## config.mk

```make
export PLATFORM = sky130hd
export DESIGN_NAME = flit_fault_detector
export DESIGN_NICKNAME = d
export VERILOG_FILES = /design/src/rtl/fault_detect_pkg.sv /design/src/rtl/fault_event_fifo.sv /design/src/rtl/flit_fault_detector.sv
export SDC_FILE = /design/constraint.sdc
export NUM_CORES = 1
export LEC_CHECK = 0
export ABC_AREA = 0
export CAP_MARGIN = 10
export CORE_MARGIN = 10
export CORE_UTILIZATION = 35
export DETAILED_ROUTE_END_ITERATION = 8
export GPL_TIMING_DRIVEN = 1
export HOLD_SLACK_MARGIN = 0.06
export PLACE_DENSITY_LB_ADDON = 0.25
export SLEW_MARGIN = 0
export SYNTH_ARGS = -nofsm -noshare
export SYNTH_HDL_FRONTEND = slang
export SYNTH_SLANG_ARGS = --single-unit
```

## constraint.sdc

```tcl
create_clock -name clk -period 5.9 [get_ports clk]
set_input_delay 1.18 -clock clk [delete_from_list [all_inputs] [get_ports clk]]
set_output_delay 1.18 -clock clk [all_outputs]
set_load 0.01 [all_outputs]
```

## src/rtl/fault_detect_pkg.sv

```systemverilog
// Shared types and constants for the flit fault detector slice.
// Holds the default configuration widths, the event record that travels
// through the event FIFO (failing-group mask + timestamp), and a helper
// that sizes the packed event word for any configuration.
package fault_detect_pkg;

  localparam int DEF_FLIT_WIDTH    = 32;
  localparam int DEF_PARITY_GROUPS = 4;
  localparam int DEF_CNT_WIDTH     = 16;
  localparam int DEF_TS_WIDTH      = 16;
  localparam int DEF_EVENT_DEPTH   = 4;

  // Event record for the default configuration; mask sits in the upper bits,
  // timestamp in the lower bits, matching the packing used by the detector.
  typedef struct packed {
    logic [DEF_PARITY_GROUPS-1:0] mask;
    logic [DEF_TS_WIDTH-1:0]      ts;
  } fault_event_t;

  // Width of one packed event word (mask + timestamp).
  function automatic int eventBits(input int groups, input int tsWidth);
    return groups + tsWidth;
  endfunction

endpackage

```

## src/rtl/fault_event_fifo.sv

```systemverilog
// Small synchronous FIFO holding parity-error events for the debug side.
// Ports:
//   clk, rst        clock, synchronous active-high reset (empties the FIFO)
//   i_push, i_data  write request and event word
//   i_pop           read request (ignored when empty)
//   o_data          head entry, read from the register file at the read
//                   pointer so it stays stable until popped
//   o_full, o_empty registered occupancy flags
// A push while full is accepted only if a pop happens in the same cycle.
module fault_event_fifo
  import fault_detect_pkg::*;
#(
  parameter int DATA_WIDTH = eventBits(DEF_PARITY_GROUPS, DEF_TS_WIDTH),
  parameter int DEPTH      = DEF_EVENT_DEPTH
) (
  input  logic                  clk,
  input  logic                  rst,
  input  logic                  i_push,
  input  logic [DATA_WIDTH-1:0] i_data,
  input  logic                  i_pop,
  output logic [DATA_WIDTH-1:0] o_data,
  output logic                  o_full,
  output logic                  o_empty
);

  localparam int PW = $clog2(DEPTH);

  logic [DATA_WIDTH-1:0] r_mem [DEPTH];
  logic [PW-1:0]         r_rd_ptr;
  logic [PW-1:0]         r_wr_ptr;
  logic [PW:0]           r_count;
  logic                  r_full;
  logic                  r_empty;

  logic                  w_pop;
  logic                  w_push;
  logic [PW:0]           w_count_next;

  // A pop frees the slot the simultaneous push needs, so full+pop still
  // accepts the write.
  assign w_pop  = i_pop && !r_empty;
  assign w_push = i_push && (!r_full || w_pop);

  always_comb begin
    w_count_next = r_count;
    if (w_push && !w_pop) begin
      w_count_next = r_count + (PW+1)'(1);
    end else if (w_pop && !w_push) begin
      w_count_next = r_count - (PW+1)'(1);
    end
  end

  // Storage needs no reset; occupancy is tracked by the pointers and count.
  always_ff @(posedge clk) begin
    if (w_push) begin
      r_mem[r_wr_ptr] <= i_data;
    end
  end

  // Pointers wrap naturally because DEPTH is a power of two.
  always_ff @(posedge clk) begin
    if (rst) begin
      r_rd_ptr <= '0;
      r_wr_ptr <= '0;
      r_count  <= '0;
      r_full   <= 1'b0;
      r_empty  <= 1'b1;
    end else begin
      if (w_push) r_wr_ptr <= r_wr_ptr + PW'(1);
      if (w_pop)  r_rd_ptr <= r_rd_ptr + PW'(1);
      r_count <= w_count_next;
      r_full  <= (w_count_next == (PW+1)'(DEPTH));
      r_empty <= (w_count_next == '0);
    end
  end

  assign o_data  = r_mem[r_rd_ptr];
  assign o_full  = r_full;
  assign o_empty = r_empty;

endmodule

```

## src/rtl/flit_fault_detector.sv

```systemverilog
// Per-group even-parity checker for NoC flits with error counting and an
// event log for a debug agent.
// Ports:
//   clk, rst                  clock, synchronous active-high reset
//   enable                    parity checking enable
//   in_flit/in_parity/in_valid  received flit, per-group parity, valid
//   out_flit/out_valid        one-cycle registered copy of the input flit
//   out_error                 parity error on the flit now on out_flit
//   err_count                 saturating error count
//   clear_count               zeroes err_count and overflow
//   event_valid/event_ready   error-event handshake
//   event_mask/event_ts       failing groups and timestamp of head event
//   overflow                  sticky "an event was dropped" flag
// Flit accepted in cycle N: outputs and count update for cycle N+1, the
// event is pushed at the end of N+1 and is visible from N+2.
module flit_fault_detector
  import fault_detect_pkg::*;
#(
  parameter int FLIT_WIDTH    = DEF_FLIT_WIDTH,
  parameter int PARITY_GROUPS = DEF_PARITY_GROUPS,
  parameter int CNT_WIDTH     = DEF_CNT_WIDTH,
  parameter int TS_WIDTH      = DEF_TS_WIDTH,
  parameter int EVENT_DEPTH   = DEF_EVENT_DEPTH
) (
  input  logic                     clk,
  input  logic                     rst,
  input  logic                     enable,
  input  logic [FLIT_WIDTH-1:0]    in_flit,
  input  logic [PARITY_GROUPS-1:0] in_parity,
  input  logic                     in_valid,
  output logic [FLIT_WIDTH-1:0]    out_flit,
  output logic                     out_valid,
  output logic                     out_error,
  output logic [CNT_WIDTH-1:0]     err_count,
  input  logic                     clear_count,
  output logic                     event_valid,
  input  logic                     event_ready,
  output logic [PARITY_GROUPS-1:0] event_mask,
  output logic [TS_WIDTH-1:0]      event_ts,
  output logic                     overflow
);

  localparam int GW   = FLIT_WIDTH / PARITY_GROUPS;
  localparam int EV_W = eventBits(PARITY_GROUPS, TS_WIDTH);

  logic [FLIT_WIDTH-1:0]    r_out_flit;
  logic                     r_out_valid;
  logic                     r_out_error;
  logic [PARITY_GROUPS-1:0] r_ev_mask;
  logic [TS_WIDTH-1:0]      r_ev_ts;
  logic [TS_WIDTH-1:0]      r_ts;
  logic [CNT_WIDTH-1:0]     r_err_count;
  logic                     r_overflow;

  logic [PARITY_GROUPS-1:0] w_fail_mask;
  logic                     w_err;
  logic                     w_full;
  logic                     w_empty;
  logic                     w_pop;
  logic                     w_drop;
  logic [EV_W-1:0]          w_head;

  // A group fails when its bits plus the sender's parity bit are odd.
  always_comb begin
    w_fail_mask = '0;
    for (int g = 0; g < PARITY_GROUPS; g++) begin
      w_fail_mask[g] = ^{in_parity[g], in_flit[g*GW +: GW]};
    end
  end

  assign w_err = in_valid && enable && (|w_fail_mask);

  // Pipeline stage: output copy plus the event record captured with the
  // timestamp of the accepting cycle. r_out_error doubles as the push.
  always_ff @(posedge clk) begin
    if (rst) begin
      r_out_flit  <= '0;
      r_out_valid <= 1'b0;
      r_out_error <= 1'b0;
      r_ev_mask   <= '0;
      r_ev_ts     <= '0;
    end else begin
      r_out_flit  <= in_flit;
      r_out_valid <= in_valid;
      r_out_error <= w_err;
      r_ev_mask   <= w_fail_mask;
      r_ev_ts     <= r_ts;
    end
  end

  always_ff @(posedge clk) begin
    if (rst) begin
      r_ts <= '0;
    end else begin
      r_ts <= r_ts + TS_WIDTH'(1);
    end
  end

  // clear_count wins over a same-cycle increment.
  always_ff @(posedge clk) begin
    if (rst || clear_count) begin
      r_err_count <= '0;
    end else if (w_err && (r_err_count != '1)) begin
      r_err_count <= r_err_count + CNT_WIDTH'(1);
    end
  end

  assign w_pop  = event_ready && !w_empty;
  assign w_drop = r_out_error && w_full && !w_pop;

  // clear_count also wins over a same-cycle drop.
  always_ff @(posedge clk) begin
    if (rst || clear_count) begin
      r_overflow <= 1'b0;
    end else if (w_drop) begin
      r_overflow <= 1'b1;
    end
  end

  fault_event_fifo #(
    .DATA_WIDTH(EV_W),
    .DEPTH     (EVENT_DEPTH)
  ) u_event_fifo (
    .clk    (clk),
    .rst    (rst),
    .i_push (r_out_error),
    .i_data ({r_ev_mask, r_ev_ts}),
    .i_pop  (w_pop),
    .o_data (w_head),
    .o_full (w_full),
    .o_empty(w_empty)
  );

  assign out_flit    = r_out_flit;
  assign out_valid   = r_out_valid;
  assign out_error   = r_out_error;
  assign err_count   = r_err_count;
  assign overflow    = r_overflow;
  assign event_valid = !w_empty;
  assign event_mask  = w_head[EV_W-1 -: PARITY_GROUPS];
  assign event_ts    = w_head[TS_WIDTH-1:0];

endmodule

```

==> results.cfg <==
[placed_design]
hpwl_mm = 9.92
gp_congestion = 0.764
place.port_buffers = 113

[sta]
fmax_mhz = 272
setup_viol = 0
final_hold_viol_count = 0
rsz0062_at_grt = false
finalCriticalPeriod_ps = 3670
tightest_slew_ps = 1170
slew_headroom = 0.217
period_share = 0.623
clock_skew_ps = 12.7
setup_tns_ps = 0
drv_slew = 0

[logic_synthesis]
synthesis.nets = 541
synth.distinct_cells = 43
ys_warn_count = 0
syn_area_per_cell_um2 = 13.6
synth.largest_area_cell = edfxtp_1
syn_inst = 491
post-synth-top-area-fraction = 0.358
netlist_top_cells_area = edfxtp_1 (36%), dfxtp_1 (29%), mux4_2 (6.7%)
async_flop_share = 0
syn-cell-area_mm2 = 0.00670
synth_seq_cells = 178
synth-edff-count = 80
synth_ff_type = dfxtp_1
ys_seq_area_frac = 0.651

[final_layout]
layout_commonest_cell = clkdlybuf4s50_1
num_antenna_cells = 0
syn2layout_area_growth_pct = 29.2
seqCellArea_mm2 = 0.00436
fill_cells = 1704
utilization = 0.461
multiInputGateArea_mm2 = 0.00220
nets = 655
layout_common_cells = clkdlybuf4s50_1 (112), dfxtp_1 (98), edfxtp_1 (80), nor2b_1 (49), nor2_1 (35)
drive_gt1_frac = 0.0874

[global_routing]
grt_first_pass_wirelength_mm = 22.7
antenna_found_initial = 0
overflow = 0
first_global_vias = 4258
grt_max_degree = 85
grtUsageTotal = 0.118

[floorplan]
start_util = 0.357
num_io_pins = 114
core_region_area_mm2 = 0.0188
rows = 50
dieArea_mm2 = 0.0251
die_x_um = 158
die_h_um = 158

[clock_tree]
clockBufferDepth = 2
clkTransAtPathRegs_ps = 60
postCtsHoldBufs = 0
cts.sinks = 178
post_cts.repair.setup_buffers = 0
cts_tree = yes
htree_levels = 4
cts-resized-gates = 0
insertion_delay_ps = 430
cts_inserted_buffers = 17
cts_root_buf = clkbuf_16

[route]
ant_nets = 0
viasPerCell = 4.82
drc = 0
first_iter_violations = 191
post_drt_wl_per_cell_um = 16.9
wl_mm = 14.4
drtPass1Iterations = 4
vias = 4103

[critical_path]
crit_family = buffers and inverters
critPathMaxStageDelay_ps = 600
cp-start-kind = flip-flop
r2r_slack_ps = 3570
crit_fanout = 15
cp.arrival_ps = 2490
path_buf_inv = 2
cpMaxStageDelayCell = mux4_2
crit_path_end_kind = output pin
worst_ep_required_time_ps = 4720
crit_chain = buf_4, mux4_2, clkdlybuf4s50_1
critical_path_class = reg2out

[flow_run]
drv_cap = 0

[pwr]
power.density_mw_per_mm2 = 333
leakagePower_uw = 0.00303
ir_drop_v = 0.000215

[worst_hold_path]
hp-class = reg2reg

[outcome]
status = complete, no violations
worst paths after layout:
kind                                            endpoint  startpoint  depth (start not counted)
worst min register to register                   r_ts[0]     r_ts[0]                          1
worst min-delay path                             r_ts[0]     r_ts[0]                          1
worst max-delay path                       event_mask[3]   flip-flop                          3
worst max register to register  u_event_fifo.r_mem[1][4]   out_error                          2
logic make-up after synthesis:
family                   share of synthesized area
AND/OR/NAND/NOR                              0.130
AO/OA/AOI/OAI                               0.0495
multiplexers                                0.0672
adder cells (fa/ha/maj)                     0.0149
XOR/XNOR                                    0.0672
flip-flops                                   0.651
buffers and inverters                       0.0202
area by class of cell:
type	count	share of cell area
multi-input cells	282	0.254
inverters	10	0.00434
repair buffers	116	0.133
clock buffers	21	0.0520
well taps	234	0.0338
flip-flops and latches	178	0.504
clock inverters	11	0.0185
sequential cells by signal, indices dropped and copies added (netlist names), named ones only:
| name | flops |
|---|---|
| u_event_fifo.r_rd_ptr | 2 |
| overflow | 1 |
| out_valid | 1 |
| u_event_fifo.r_count | 3 |
| err_count | 16 |
| u_event_fifo.o_full | 1 |
| r_ev_ts | 16 |
| u_event_fifo.r_wr_ptr | 2 |
| u_event_fifo.r_mem | 80 |
| r_ts | 16 |
| out_error | 1 |
| out_flit | 32 |
| r_ev_mask | 4 |
| u_event_fifo.o_empty | 1 |
stage by stage:
step                instances  hold WS [ps]  area [um2]  worst slack (ps)  total power, uW
floorplan                 491           421        6700              3050             1590
global placement          820           432        8050              2350             1740
detailed placement        820           447        8050              2270             1750
CTS                       852           460        8660              2110             2910
global route              852           500        8660              2030             3000
finish                    852           459        8660              2230             2880
synth_stat cells (2+ instances only):
cell and instances:
buf_6 2, and3_1 9, nand4_1 7, nor3_1 4, xnor2_1 22, o311ai_0 3, or4_1 2, o21ai_0 10
mux4_2 20, clkbuf_1 16, nor2_1 35, a311oi_1 3, edfxtp_1 80, o211ai_1 2, nor2b_1 49, or3_1 13
inv_1 10, o41ai_1 3, o31a_1 4, ha_1 8, nand3_1 11, o21a_1 3, a21oi_1 12, a31oi_1 2
and4_1 3, and2_1 8, xor2_1 19, nor4_1 3, dfxtp_1 98, nand2_1 14, buf_1 2, xnor3_1 3
routing by layer:
layer / routed length (um) / part of all wire / up-vias / track usage
li1: - / - / 2011 / -
met1: 6000 / 0.42 / 1960 / 0.134
met2: 6590 / 0.46 / 114 / 0.182
met3: 1590 / 0.11 / 18 / 0.0683
met4: 184 / 0.013 / 0 / 0.0423
met5: 0 / 0 / - / 0
power by group:
group,leakage [uW],switching [uW],total (uW),internal [uW]
clock,0.000298,450,1170,716
sequential,0.00156,33.8,1370,1340
combinational,0.00118,156,346,190
(Power assumes the default switching activity.)
